## src/rtl/gpio_pkg.sv

```systemverilog
// Shared constants and types for the Avalon-MM GPIO bank.
package gpio_pkg;

  // Avalon slave data bus width
  localparam int AVS_DW = 32;

  // Word address of a register within the bank
  typedef logic [2:0] gpio_addr_t;

  localparam gpio_addr_t ADDR_DATA_IN  = 3'd0;
  localparam gpio_addr_t ADDR_DATA_OUT = 3'd1;
  localparam gpio_addr_t ADDR_IRQ_MASK = 3'd2;
  localparam gpio_addr_t ADDR_EDGE_CAP = 3'd3;
  localparam gpio_addr_t ADDR_RISE_EN  = 3'd4;
  localparam gpio_addr_t ADDR_FALL_EN  = 3'd5;

endpackage

```

## src/rtl/debounce_bit.sv

```systemverilog
// One input channel: two-flop synchroniser followed by a stability counter.
// The debounced value only follows the synchronised input after it has
// disagreed with it for DEBOUNCE_CYCLES consecutive cycles; any agreement
// in between restarts the count.
module debounce_bit #(
  parameter  int DEBOUNCE_CYCLES = 500000,
  localparam int CNT_W           = $clog2(DEBOUNCE_CYCLES)
) (
  input  logic Clk,
  input  logic Reset,
  input  logic raw_i,
  output logic deb_o
);

  logic             sync1_q;
  logic             sync2_q;
  logic             deb_q;
  logic             deb_d;
  logic [CNT_W-1:0] cnt_q;
  logic [CNT_W-1:0] cnt_d;

  // Stability counter: reset on agreement, accept after the full window
  always_comb begin
    deb_d = deb_q;
    cnt_d = cnt_q;
    if (sync2_q == deb_q) begin
      cnt_d = '0;
    end else if (cnt_q == CNT_W'(DEBOUNCE_CYCLES - 1)) begin
      deb_d = sync2_q;
      cnt_d = '0;
    end else begin
      cnt_d = cnt_q + 1'b1;
    end
  end

  // Synchroniser, debounced value and counter registers
  always_ff @(posedge Clk) begin
    if (Reset) begin
      sync1_q <= 1'b0;
      sync2_q <= 1'b0;
      deb_q   <= 1'b0;
      cnt_q   <= '0;
    end else begin
      sync1_q <= raw_i;
      sync2_q <= sync1_q;
      deb_q   <= deb_d;
      cnt_q   <= cnt_d;
    end
  end

  assign deb_o = deb_q;

endmodule

```

## src/rtl/avalon_gpio_bank.sv

```systemverilog
// Avalon-MM slave GPIO bank: debounced inputs with edge capture and a
// maskable level interrupt, plus a host-writable output register.
//
// Bus handshake: there is no waitrequest. A write is accepted on every
// cycle with avs_chipselect & avs_write high. A read is accepted on every
// cycle with avs_chipselect & avs_read high and its data is presented on
// avs_readdata exactly one cycle later; avs_readdata holds its value
// otherwise. A simultaneous read and write returns the pre-write value.
module avalon_gpio_bank
  import gpio_pkg::*;
#(
  parameter int IN_WIDTH        = 18,
  parameter int OUT_WIDTH       = 8,
  parameter int DEBOUNCE_CYCLES = 500000
) (
  input  logic                 Clk,
  input  logic                 Reset,
  input  logic                 avs_chipselect,
  input  logic [2:0]           avs_address,
  input  logic                 avs_read,
  input  logic                 avs_write,
  input  logic [AVS_DW-1:0]    avs_writedata,
  output logic [AVS_DW-1:0]    avs_readdata,
  output logic                 irq,
  input  logic [IN_WIDTH-1:0]  gpio_in,
  output logic [OUT_WIDTH-1:0] gpio_out
);

  logic                 wr_en;
  logic                 rd_en;
  gpio_addr_t           addr;
  logic                 unused_wdata;

  logic [IN_WIDTH-1:0]  din;
  logic [IN_WIDTH-1:0]  d_prev_q;
  logic [OUT_WIDTH-1:0] data_out_q;
  logic [OUT_WIDTH-1:0] data_out_d;
  logic [IN_WIDTH-1:0]  irq_mask_q;
  logic [IN_WIDTH-1:0]  irq_mask_d;
  logic [IN_WIDTH-1:0]  edge_cap_q;
  logic [IN_WIDTH-1:0]  edge_cap_d;
  logic [IN_WIDTH-1:0]  rise_en_q;
  logic [IN_WIDTH-1:0]  rise_en_d;
  logic [IN_WIDTH-1:0]  fall_en_q;
  logic [IN_WIDTH-1:0]  fall_en_d;
  logic [IN_WIDTH-1:0]  rise_ev;
  logic [IN_WIDTH-1:0]  fall_ev;
  logic [IN_WIDTH-1:0]  w1c;
  logic [AVS_DW-1:0]    rdata_d;
  logic [AVS_DW-1:0]    readdata_q;
  logic                 irq_q;

  assign wr_en = avs_chipselect & avs_write;
  assign rd_en = avs_chipselect & avs_read;
  assign addr  = gpio_addr_t'(avs_address);

  // Upper write-data bits beyond the register widths are intentionally ignored
  assign unused_wdata = ^avs_writedata;

  // One debouncer per input channel
  for (genvar i = 0; i < IN_WIDTH; i++) begin : g_deb
    debounce_bit #(
      .DEBOUNCE_CYCLES(DEBOUNCE_CYCLES)
    ) u_deb (
      .Clk   (Clk),
      .Reset (Reset),
      .raw_i (gpio_in[i]),
      .deb_o (din[i])
    );
  end

  // Register write decode; EDGE_CAP set from events beats a W1C clear
  always_comb begin
    data_out_d = data_out_q;
    irq_mask_d = irq_mask_q;
    rise_en_d  = rise_en_q;
    fall_en_d  = fall_en_q;
    w1c        = '0;
    if (wr_en) begin
      case (addr)
        ADDR_DATA_OUT: data_out_d = avs_writedata[OUT_WIDTH-1:0];
        ADDR_IRQ_MASK: irq_mask_d = avs_writedata[IN_WIDTH-1:0];
        ADDR_EDGE_CAP: w1c        = avs_writedata[IN_WIDTH-1:0];
        ADDR_RISE_EN:  rise_en_d  = avs_writedata[IN_WIDTH-1:0];
        ADDR_FALL_EN:  fall_en_d  = avs_writedata[IN_WIDTH-1:0];
        default:       ;
      endcase
    end
    rise_ev    = din & ~d_prev_q & rise_en_q;
    fall_ev    = ~din & d_prev_q & fall_en_q;
    edge_cap_d = (edge_cap_q & ~w1c) | rise_ev | fall_ev;
  end

  // Read mux over the current (pre-write) register contents
  always_comb begin
    rdata_d = readdata_q;
    if (rd_en) begin
      case (addr)
        ADDR_DATA_IN:  rdata_d = AVS_DW'(din);
        ADDR_DATA_OUT: rdata_d = AVS_DW'(data_out_q);
        ADDR_IRQ_MASK: rdata_d = AVS_DW'(irq_mask_q);
        ADDR_EDGE_CAP: rdata_d = AVS_DW'(edge_cap_q);
        ADDR_RISE_EN:  rdata_d = AVS_DW'(rise_en_q);
        ADDR_FALL_EN:  rdata_d = AVS_DW'(fall_en_q);
        default:       rdata_d = '0;
      endcase
    end
  end

  // Register file, edge history, read data and interrupt
  always_ff @(posedge Clk) begin
    if (Reset) begin
      data_out_q <= '0;
      irq_mask_q <= '0;
      edge_cap_q <= '0;
      rise_en_q  <= '0;
      fall_en_q  <= '0;
      d_prev_q   <= '0;
      readdata_q <= '0;
      irq_q      <= 1'b0;
    end else begin
      data_out_q <= data_out_d;
      irq_mask_q <= irq_mask_d;
      edge_cap_q <= edge_cap_d;
      rise_en_q  <= rise_en_d;
      fall_en_q  <= fall_en_d;
      d_prev_q   <= din;
      readdata_q <= rdata_d;
      irq_q      <= |(edge_cap_q & irq_mask_q);
    end
  end

  assign avs_readdata = readdata_q;
  assign irq          = irq_q;
  assign gpio_out     = data_out_q;

endmodule

```

## config.mk

```make
export PLATFORM = sky130hd
export DESIGN_NAME = avalon_gpio_bank
export DESIGN_NICKNAME = d
export VERILOG_FILES = /design/src/rtl/gpio_pkg.sv /design/src/rtl/debounce_bit.sv /design/src/rtl/avalon_gpio_bank.sv
export SDC_FILE = /design/constraint.sdc
export NUM_CORES = 1
export LEC_CHECK = 0
export CAP_MARGIN = 20
export CORE_ASPECT_RATIO = 1.75
export CORE_UTILIZATION = 55
export DETAILED_ROUTE_END_ITERATION = 6
export GPL_ROUTABILITY_DRIVEN = 0
export PLACE_DENSITY = 0.83
export RECOVER_POWER = 100
export SLEW_MARGIN = 15
export SYNTH_ARGS = -nofsm -noshare
export SYNTH_HDL_FRONTEND = slang
export SYNTH_SLANG_ARGS = --single-unit
export TNS_END_PERCENT = 5
```

## constraint.sdc

```tcl
create_clock -name Clk -period 2.1 [get_ports Clk]
set_input_delay 0.42 -clock Clk [delete_from_list [all_inputs] [get_ports Clk]]
set_output_delay 0.42 -clock Clk [all_outputs]
set_load 0.1 [all_outputs]
```

---- After elaboration in Yosys (flattened, before gate mapping) ----
Index checks and enable logic that the tools add are counted.
cells by class
  $add $sub $neg .......................... 18
  multiply operators ...................... 0
  divide/modulo/power cells ............... 0
  order comparisons ....................... 0
  eq/ne operators ......................... 41
  shift-type cells ........................ 0
  muxes and demuxes ....................... 3
  bitwise operators ....................... 31
  reductions and logical operators ........ 42
operators by type and width
  kind                                                             number
  19-bit by 1-bit adder with 19-bit output, second input constant  18
  19-bit == test, second input constant                            18
  18-bit AND                                                       6
  18-bit one-hot mux with 6 select lines                           1
  18-bit inverter                                                  3
  3-bit OR reduction                                               18
  2-bit AND reduction                                              22
  18-bit 2-to-1 mux                                                2
  18-bit OR                                                        2
  1-bit == test                                                    18
  1-bit inverter                                                   18
  18-bit OR reduction                                              1
  3-bit by 2-bit == test with 1-bit output, second input constant  2
  3-bit == test, second input constant                             2
  3-bit by 1-bit == test with 1-bit output, second input constant  1
  3-bit logical NOT                                                1
  1-bit AND                                                        2
storage, ports and cells
  bits in registers ....................... 527
  bits in latches ......................... 0
  bits in writable memories ............... 0
  memory bits (read-only) ................. 0
  input bits .............................. 58
  output and inout port bits .............. 41
  logic and storage cells ................. 215
  memories ................................ 0

---- Depth between registers and ports, before layout ----
Gate-level depths: netlist of run 1.
  depth in word-level cells ............... 7
  depth in mapped cells ................... 8

---- Cells and area by module ----
From an unflattened synthesis of run 1, not the netlist that was laid out.
unflattened totals
  cell total of the unflattened synthesis .. 2561
  area, all modules ....................... 23129.7 µm²
modules (own cells, without submodules)
  module                              times used  cells each  area an instance (µm²)  sequential area each (µm²)
  debounce_bit at g_deb[0].u_deb ...  17          109         984.7                   440.4
  avalon_gpio_bank                    1           597         5308.8                  2342.2
  debounce_bit at g_deb[9].u_deb      1           111         1081.0                  440.4

---- Least setup slack after synthesis of run 1 ----
Ideal clock, no wire load.
  kind .................................... register -> register
  from .................................... register g_deb[0].u_deb.cnt_q[0]
  to ...................................... register g_deb[0].u_deb.cnt_q[16]
  arrival ................................. 1.892 ns
  data required time ...................... 2.029 ns
  setup slack ............................. 0.137 ns
  stages on the path, launching flop included .. 7
  period minus slack after synthesis ...... 1.963 ns
  path through ............................ dfxtp_1 -> ha_1 -> nand4_1 -> or4_1 -> buf_2 -> or4_1 -> a21oi_1
on the way
  cells in the longest elaborated chain, start to end .. 2
  elaborated cells on any way between the ends .. 3
  classes of those cells .................. add/sub (1); eq/ne (1); reduce/logical (1)
ends and longest elaborated chain
  item                                                                              line                text
  start, declared                                                                   debounce_bit.sv:19  logic [CNT_W-1:0] cnt_q;
  start signal, assigned                                                            debounce_bit.sv:47  cnt_q <= cnt_d;
  branches (longest 2 deep; another with 19-bit by 1-bit adder with 19-bit output)  n/a
Parallel ways; which one is timed is not known.
A chain may end at the register's enable or synchronous reset.

---- Worst setup path in the final report of run 1 ----
  from .................................... register g_deb[15].u_deb.cnt_q[14]
  to ...................................... register g_deb[15].u_deb.cnt_q[9]
on the way
  cells in the longest elaborated chain, start to end .. 2
ends and longest elaborated chain
  item                                 line                text
  start, declared                      debounce_bit.sv:19
  start signal, assigned               debounce_bit.sv:47
  19-bit == test                       debounce_bit.sv:28  end else if (cnt_q == CNT_W'(DEBOUNCE_CYCLES - 1)) begin
  3-bit OR reduction (no source line)  n/a
No other way between the ends.

==> results of run 1 <==
state kept, by name, summed over array words and instances (netlist names):
| name | cells |
|---|---|
| rise_en_q | 18 |
| irq_mask_q | 18 |
| gpio_out | 8 |
| g_deb.u_deb.sync2_q | 18 |
| avs_readdata | 18 |
| g_deb.u_deb.sync1_q | 18 |
| g_deb.u_deb.cnt_q | 342 |
| edge_cap_q | 18 |
| fall_en_q | 18 |
| d_prev_q | 18 |
| irq | 1 |
| g_deb.u_deb.deb_o | 18 |
stage by stage:
step	setup slack (ns)	setup TNS [ns]	hold slack, ns
6_report	0.0618	0	0.375
3_5_place_dp	-0.0221	-0.0615	0.428
3_3_place_gp	0.0192	0	0.421
2_1_floorplan	0.137	0	0.414
4_1_cts	0.0233	0	0.238
5_1_grt	0.00393	0	0.395
power breakdown:
part / internal, mW / leakage (nW) / switching [mW]
sequential: 9.79 / 4.14 / 0.0418
combinational: 0.207 / 3.06 / 0.457
clock: 4.97 / 0.748 / 3.62
cell type report:
class / count / area, sq um
Clock buffer: 64 / 1310
Clock inverter: 17 / 225
Fill cell: 3278 / 14900
Inverter: 86 / 323
Multi-Input combinational cell: 1888 / 11300
Sequential cell: 513 / 10300
Tap cell: 495 / 619
Timing Repair Buffer: 161 / 1130
placed cells by master (no fill, tap or decap), types with 32 or more instances in the layout:
cell / n
o21ai_0: 88
clkbuf_2: 45
clkbuf_1: 37
nor2b_1: 58
nand2_1: 263
xor2_1: 111
nand3_1: 134
nor2_1: 302
or4_1: 42
nor3_1: 35
clkbuf_16: 47
xnor2_1: 126
buf_4: 42
dfxtp_1: 513
inv_1: 86
nand4_1: 80
a21oi_1: 175
and4_1: 32
clkdlybuf4s50_1: 38
or3_1: 75
nor4_1: 49
final timing paths:
path              slack (ns)                        to  cells past startpoint
hold / removal          0.38           avs_readdata[5]                      3
setup reg to reg        0.06  g_deb[15].u_deb.cnt_q[9]                      5
setup / recovery        0.06  g_deb[15].u_deb.cnt_q[9]                      5
hold reg to reg         0.44   g_deb[15].u_deb.sync2_q                      1
routing by layer:
metal	routed length [um]	GRT usage, %
met5	12	0
met4	2320	12.4
met3	2480	4.31
met2	28000	49.8
met1	19000	25.2
logic make-up after synthesis:
| logic type | count (synthesis) | synth area share, % |
|---|---|---|
| muxes | 40 | 1.89 |
| adders and majority gates | 18 | 1.01 |
| AOI/OAI and AO/OA | 399 | 11.0 |
| DFF | 513 | 46.0 |
| and+or+nand+nor | 1180 | 27.2 |
| other | 1 | 0.0168 |
| buffers and inverters | 193 | 3.60 |
| xor gates and xnor gates | 237 | 9.29 |
worst max-delay path, delay by kind of cell (launching register included):
kind            cells  cell delay (ns)
simple gates        3             1.24
flops               1             0.34
compound gates      1             0.18
buf+inv             1             0.16
what timing repair did:
action | in CTS | in global routing
gates resized for setup | 0 | 2
endpoints found under the hold margin | 0 | 0
setup endpoints to repair | 0 | 13
==> flow_metrics.tcl, run 1 <==
set metrics [dict create \
    crit_start "g_deb[15].u_deb.cnt_q[14]" \
    final_nets 2771 \
    setup_viol 0 \
    post_drt_wl_per_cell_um 16.1 \
    cts_sinks 513 \
    grt_first_pass_wirelength_mm 87.4 \
    fmax_mhz 491 \
    worst-endpoint-arrival_ns 2.48 \
    die_x_um 154 \
    ys_async_sr_fraction_pct 0 \
    synth_seq_area_share_pct 46.0 \
    placed_cell_area_sq_mm 0.0239 \
    initial_core_util_pct 55.8 \
    hold_class "input port to flop" \
    drt_first_pass_iters 6 \
    drc 0 \
    post-synth-top-count-cell "dfxtp_1" \
    ys_warn_count 0 \
    fin_crit_sh_pct 97.1 \
    post-route-min-period_ns 2.04 \
    hold_viol 0 \
    synth_cell_types 67 \
    io_buffers 70 \
    cts_tree "done" \
    placedCellCount 3143 \
    hold_start "avs_address[0]" \
    finalClockSkew_ns 0.0202 \
    die_h_um 269 \
    cts_max_level 2 \
    vias 18884 \
    worstPathMaxFanout 19 \
    area_growth_pct 12.7 \
    crit_required_ns 2.54 \
    max_cap_viol_count 0 \
    cts_root_buf "clkbuf_16" \
    grt_overflow 0 \
    worstSetupEndpointType "flop" \
    netlist_instances 2581 \
    slew_headroom_pct 22.3 \
    rows 97 \
    cts.clk_slew.worst_paths_ns 0.06 \
    final_core_util_pct 62.9 \
    avgViaCountPerCell 5.86 \
    syn-cell-area_sq_mm 0.0223 \
    power_density_mw_per_mm2 758 \
    status "finished clean" \
    drive_gt1_share_pct 7.66 \
    n_antenna_cell 0 \
    clock_latency_ns 0.56 \
    post_cts_buffers 0 \
    yosysTopAreaCellShare_pct 46.0 \
    power.leakage_nw 7.95 \
    worst_setup_path_start_kind "flop" \
    io_pins 99 \
    core_area_sq_mm 0.0401 \
    drt-initial-drc-count 1072 \
    r2r_start "g_deb[15].u_deb.cnt_q[14]" \
    cts_buffer_depth 3 \
    ant_nets 0 \
    synth_edf_count 0 \
    ys.flop_type "dfxtp_1" \
    grt_pass1_vias 18932 \
    design_area_sq_mm 0.0252 \
    grt_setup_unrepaired "no" \
    final_cells 3224 \
    path_cells "or4bb_1 > or4_1 > o21ai_4 > buf_12 > nor2_1" \
    postCtsHoldBufs 0 \
    worst_pin_slew_ns 1.17 \
    synth_common_cells "513 x dfxtp_1, 302 x nor2_1, 263 x nand2_1, 176 x a21oi_1, 134 x nand3_1" \
    fp.dieArea_sq_mm 0.0415 \
    vdd_drop_max_uv 812 \
    slew_viol_final 0 \
    routed_wl_mm 51.8 \
    grt_usage_pct 25.2 \
    numCtsBuffers 45 \
    crit_type "flop to flop" \
    synth_area_leaders "dfxtp_1 46%, nor2_1 5.1%, xnor2_1 4.9%, nand2_1 4.4%, xor2_1 4.4%" \
    cp_slowest_cell "or4_1" \
    synth.avg_cell_area_sq_um 8.65 \
    yosys.area.top_type "dfxtp_1" \
    grt_max_degree 44 \
    slowest_delay_ns 0.62 \
    power_mw 19.1 \
    antenna_found_initial 1 \
    ys_seq_elements 513 \
    hpwlAfterDp_mm 37.1 \
]
No activity file was read; power rests on OpenSTA's default activity.
==> run 2: changes to the inputs <==
- CORE_UTILIZATION: 55 -> 35
- PLACE_DENSITY: 0.83 -> 0.61
==> run 2 against run 1 <==
  * The run now ends with DRC left
  * Critical path type unchanged
  * Combinational power up 3%
  * Register-to-register slack better by 0.06 ns
  * Clock power up 8.3%
  * Fmax up 3.1%
  * Via count down 1.7%
  * Non-clock buffer count up 6
  * First-iteration DRC count down 23%
  * Setup slack better by 0.061 ns
  * Clock skew down 0.0061 ns
  * Global-route usage down 8.8 points
==> flow_metrics.tcl, run 2 (synthesis gave the netlist of run 1 again) <==
set metrics [dict create \
    cts_sinks 513 \
    slew_viol_final 0 \
    cp.depth 4 \
    holdPathEnd "avs_readdata[12]" \
    vdd_drop_max_uv 1110 \
    worstSetupEndpointType "flop" \
    initial_core_util_pct 35.3 \
    setup_tns_ns 0 \
    routed_wl_mm 53.0 \
    largest_register "g_deb.u_deb.cnt_q" \
    violations "DRC" \
    vias 18565 \
    avgViaCountPerCell 5.23 \
    dr_wl_met3_mm 2.71 \
    cts_root_buf "clkbuf_16" \
    antenna_found_initial 3 \
    power_mw 19.8 \
    rows 122 \
    post_drt_wl_per_cell_um 14.9 \
    cts_tree "done" \
    path_buf_inv 0 \
    design_area_sq_mm 0.0258 \
    ff2ff_path_depth 4 \
    clock_latency_ns 0.58 \
    r2r-end "g_deb[5].u_deb.deb_o" \
    drive_gt1_share_pct 8.54 \
    drt_first_pass_iters 7 \
    worst_pin_slew_ns 1.43 \
    worst-endpoint-arrival_ns 2.48 \
    post-route-min-period_ns 1.98 \
    area_growth_pct 15.7 \
    grt_usage_pct 16.5 \
    drc 16 \
    min_path_cells 3 \
    hold_viol 0 \
    grt_max_degree 54 \
    hpwlAfterDp_mm 38.3 \
    slew_headroom_pct 4.76 \
    core_area_sq_mm 0.0632 \
    crit_family "simple AND/OR/NAND/NOR gates" \
    max_cap_viol_count 0 \
    fp.dieArea_sq_mm 0.0649 \
    wl_met2_mm 27.6 \
    final_nets 2780 \
    r2r_start "g_deb[5].u_deb.cnt_q[12]" \
    worstPathMaxFanout 5 \
    die_x_um 193 \
    finalClockSkew_ns 0.0140 \
    slowest_delay_ns 0.66 \
    largest_reg_flops 342 \
    hold_class "input port to flop" \
    grt_overflow 0 \
    hold_start "avs_address[0]" \
    path_cells "or4b_2 > or3_1 > or3_1 > a21oi_1" \
    top_layer "met5" \
    die_h_um 336 \
    crit_type "flop to flop" \
    cts_buffer_depth 3 \
    drt-initial-drc-count 826 \
    drt-met1-wl_mm 20.9 \
    cp_slowest_cell "or4b_2" \
    power_density_mw_per_mm2 767 \
    cpMostUsedCell "or3_1" \
    grt_setup_unrepaired "no" \
    grt_pass1_vias 18383 \
    io_pins 99 \
    numCtsBuffers 48 \
    fmax_mhz 506 \
    fin_crit_sh_pct 94.2 \
    rrSetupSlack_ns 0.12 \
    cts_max_level 2 \
    grt_first_pass_wirelength_mm 88.2 \
    post_cts_buffers 0 \
    final_common_cell "dfxtp_1" \
    worst_setup_path_start_kind "flop" \
    ant_nets 0 \
    nFillCells 6364 \
    cts.clk_slew.worst_paths_ns 0.06 \
    crit_required_ns 2.60 \
    io_buffers 70 \
    setup_viol 0 \
    status "finished, violations left" \
    placed_cell_area_sq_mm 0.0244 \
    most-common-layout-cells "513 x dfxtp_1, 302 x nor2_1, 263 x nand2_1" \
    power.leakage_nw 8.11 \
]
## run 2: changes by cell type in the layout (fill, tap and decap cells not counted), sizes merged
cell / previous run / this run
bufinv: 5 / 7
clkdlybuf4s50: 38 / 40
buf: 47 / 55
diode: 0 / 4
clkbuf: 137 / 135
inv: 87 / 88
clkinv: 8 / 11
dlygate4sd3: 3 / 1
## run 2: worst reg2reg max path, stage by stage (launching register included)
cell and delay (ns):
dfxtp_1 0.35, or4b_2 0.66, or3_1 0.40, or3_1 0.33
a21oi_1 0.15
## run 2: layer usage
metal	global-route usage [%]	vias up
met5	0	-
met4	6.98	2
met3	2.97	112
met2	30.6	309
met1	18.0	8838
li1	-	9304
## run 2: worst max-delay path by stage
stage                                  start                       end  slack [ns]
finish              g_deb[5].u_deb.cnt_q[12]      g_deb[5].u_deb.deb_o        0.12
global route                  avs_address[1]             irq_mask_q[2]        0.02
CTS                  g_deb[6].u_deb.cnt_q[5]  g_deb[6].u_deb.cnt_q[15]        0.08
detailed placement            avs_address[1]              rise_en_q[7]       -0.04
global placement              avs_chipselect           avs_readdata[4]       -0.12
floorplan            g_deb[0].u_deb.cnt_q[0]  g_deb[0].u_deb.cnt_q[16]        0.14
## run 2: area by class of cell
class                           count  area, sq um  share of cell area [%]
Multi-Input combinational cell   1888        11300                    43.8
Sequential cell                   513        10300                    39.7
Clock buffer                       64         1360                    5.27
Timing Repair Buffer              167         1240                    4.81
Tap cell                          806         1010                    3.90
Inverter                           86          323                    1.25
Clock inverter                     23          312                    1.21
Antenna cell                        4         10.0                  0.0387
## run 2: repair_timing
item	CTS	global route
endpoints found under the hold margin	0	0
hold buffers	0	0
setup endpoints to repair	0	3
resized for setup	0	2
## run 2: power breakdown
part           internal [mW]  switching [mW]
combinational          0.219           0.464
clock                   5.44            3.86
sequential              9.79          0.0423
## run 2: metrics by stage
stage | hold WS [ns] | setup WS (ns) | utilization, % | std cells
6_report | 0.324 | 0.123 | 40.9 | 3551
5_1_grt | 0.328 | 0.0213 | 40.9 | 3549
4_1_cts | 0.260 | 0.0780 | 41.2 | 3547
3_5_place_dp | 0.424 | -0.0373 | 38.6 | 3460
3_3_place_gp | 0.420 | -0.121 | 38.5 | 3459
2_1_floorplan | 0.414 | 0.137 | - | 2594
==> run 3: changes to the inputs <==
- REMOVE_ABC_BUFFERS: not set -> 1
==> run 3 against run 2 <==
  * Cell area is 0.41% lower
  * Sequential power is essentially flat
  * Non-clock buffer count decreased by 3
  * The flow still finishes with violations (DRC)
  * Wire length shrank 1.2%
==> flow_metrics.tcl, run 3 (synthesis gave the netlist of run 1 again) <==
set metrics [dict create \
    status "finished, violations left" \
    violations "DRC" \
    grt_pass1_vias 18101 \
    cts_buffer_depth 3 \
    die_x_um 193 \
    drc 28 \
    antenna_found_initial 6 \
    io_buffers 70 \
    path_buf_inv 1 \
    regArea_sq_mm 0.0103 \
    area_growth_pct 15.2 \
    drt-initial-drc-count 974 \
    power.leakage_nw 8.04 \
    grt_overflow 0 \
    grt_setup_unrepaired "no" \
    hpwlAfterDp_mm 38.1 \
    nFillCells 6338 \
    most-common-layout-cells "513 x dfxtp_1, 302 x nor2_1, 263 x nand2_1" \
    crit_type "flop to flop" \
    avgViaCountPerCell 5.21 \
    fp.dieArea_sq_mm 0.0649 \
    drt_first_pass_iters 7 \
    final_cells 3545 \
    cts_sinks 513 \
    die_h_um 336 \
    path_cells "or4b_2 > or3_4 > o21ai_4 > clkbuf_4 > nor2_1" \
    clock_latency_ns 0.57 \
    core_area_sq_mm 0.0632 \
    hold_class "input port to flop" \
    fmax_mhz 500 \
    post-route-min-period_ns 2.00 \
    largest_register "g_deb.u_deb.cnt_q" \
    whs_ns 0.271 \
    setup_viol 0 \
    vias 18473 \
    placedCellCount 3456 \
    initial_core_util_pct 35.3 \
    slew_viol_final 0 \
    worst_setup_path_start_kind "flop" \
    multi_input_area_sq_mm 0.0113 \
    ctsResizeCount 0 \
    io_pins 99 \
    post_drt_wl_per_cell_um 14.8 \
    cts.clk_slew.worst_paths_ns 0.06 \
    design_area_sq_mm 0.0257 \
    cp_slowest_cell "or4b_2" \
    routed_wl_mm 52.4 \
    rows 122 \
    grt_max_degree 62 \
    vdd_drop_max_uv 532 \
    grt_usage_pct 16.2 \
    power_density_mw_per_mm2 760 \
    ant_nets 0 \
    slowest_delay_ns 0.68 \
    numCtsBuffers 47 \
    crit_family "simple AND/OR/NAND/NOR gates" \
    drive_gt1_share_pct 8.01 \
    slew_headroom_pct 45.4 \
    worstSetupEndpointType "flop" \
    worst-endpoint-arrival_ns 2.45 \
    max_cap_viol_count 0 \
    final_common_cell "dfxtp_1" \
    post_cts_buffers 0 \
    final_nets 2776 \
    finalClockSkew_ns 0.0224 \
    worst_pin_slew_ns 0.815 \
    crit_required_ns 2.55 \
    cts_max_level 2 \
    cts_tree "done" \
    postCtsHoldBufs 0 \
    largest_reg_flops 342 \
    fin_crit_sh_pct 95.2 \
    cts_root_buf "clkbuf_16" \
    placed_cell_area_sq_mm 0.0243 \
    hold_viol 0 \
    grt_first_pass_wirelength_mm 86.4 \
    worstPathMaxFanout 19 \
]
run 3: changes by cell type in the layout (fill, tap and decap cells not counted), sizes merged:
cell / delta
dlygate4sd3: +1
clkinv: -4
clkdlybuf4s50: -1
bufinv: -1
clkinvlp: -2
buf: -6
clkbuf: +8
inv: -1
run 3: per-layer routing:
layer,wire (um),vias up,GRT usage (%)
met5,39,-,0
met4,1950,6,7.36
met3,2480,117,2.79
met2,27100,320,29.9
met1,20900,8743,17.6
li1,-,9287,-
run 3: worst register-to-register path, stage by stage, from the launching register on:
cell and delay (ns):
dfxtp_1 0.35, or4b_2 0.68, or3_4 0.37, o21ai_4 0.12, clkbuf_4 0.28, nor2_1 0.08
run 3: area by class of cell:
class	count	area share, %
Antenna cell	4	0.0389
Clock buffer	69	5.44
Clock inverter	15	0.900
Inverter	86	1.25
Multi-Input combinational cell	1888	44.0
Sequential cell	513	39.9
Tap cell	806	3.92
Timing Repair Buffer	164	4.58
run 3: metrics by stage:
| step | utilization [%] | setup slack, ns | total power [mW] | setup TNS [ns] |
|---|---|---|---|---|
| final | 40.7 | 0.101 | 19.6 | 0 |
| after global routing | 40.7 | 0.0165 | 20.3 | 0 |
| after CTS | 41.1 | 0.0956 | 19.9 | 0 |
| after detailed placement | 38.5 | -0.0760 | 10.8 | -2.17 |
| after global placement | 38.5 | -0.0854 | 10.7 | -1.57 |
| after floorplan | - | 0.154 | 10.4 | 0 |
run 3: worst paths after layout:
kind | from | endpoint | slack [ns] | cells after the start
max | g_deb[5].u_deb.cnt_q[12] | g_deb[5].u_deb.cnt_q[3] | 0.10 | 5
min | Reset | g_deb[1].u_deb.sync1_q | 0.27 | 2
max reg2reg | g_deb[5].u_deb.cnt_q[12] | g_deb[5].u_deb.cnt_q[3] | 0.10 | 5
min reg2reg | g_deb[13].u_deb.sync1_q | g_deb[13].u_deb.sync2_q | 0.44 | 1
run 3: power breakdown:
part           total, mW  switching [mW]  internal, mW
registers           9.83          0.0403          9.79
logic              0.674           0.464         0.211
clock network       9.05            3.71          5.35
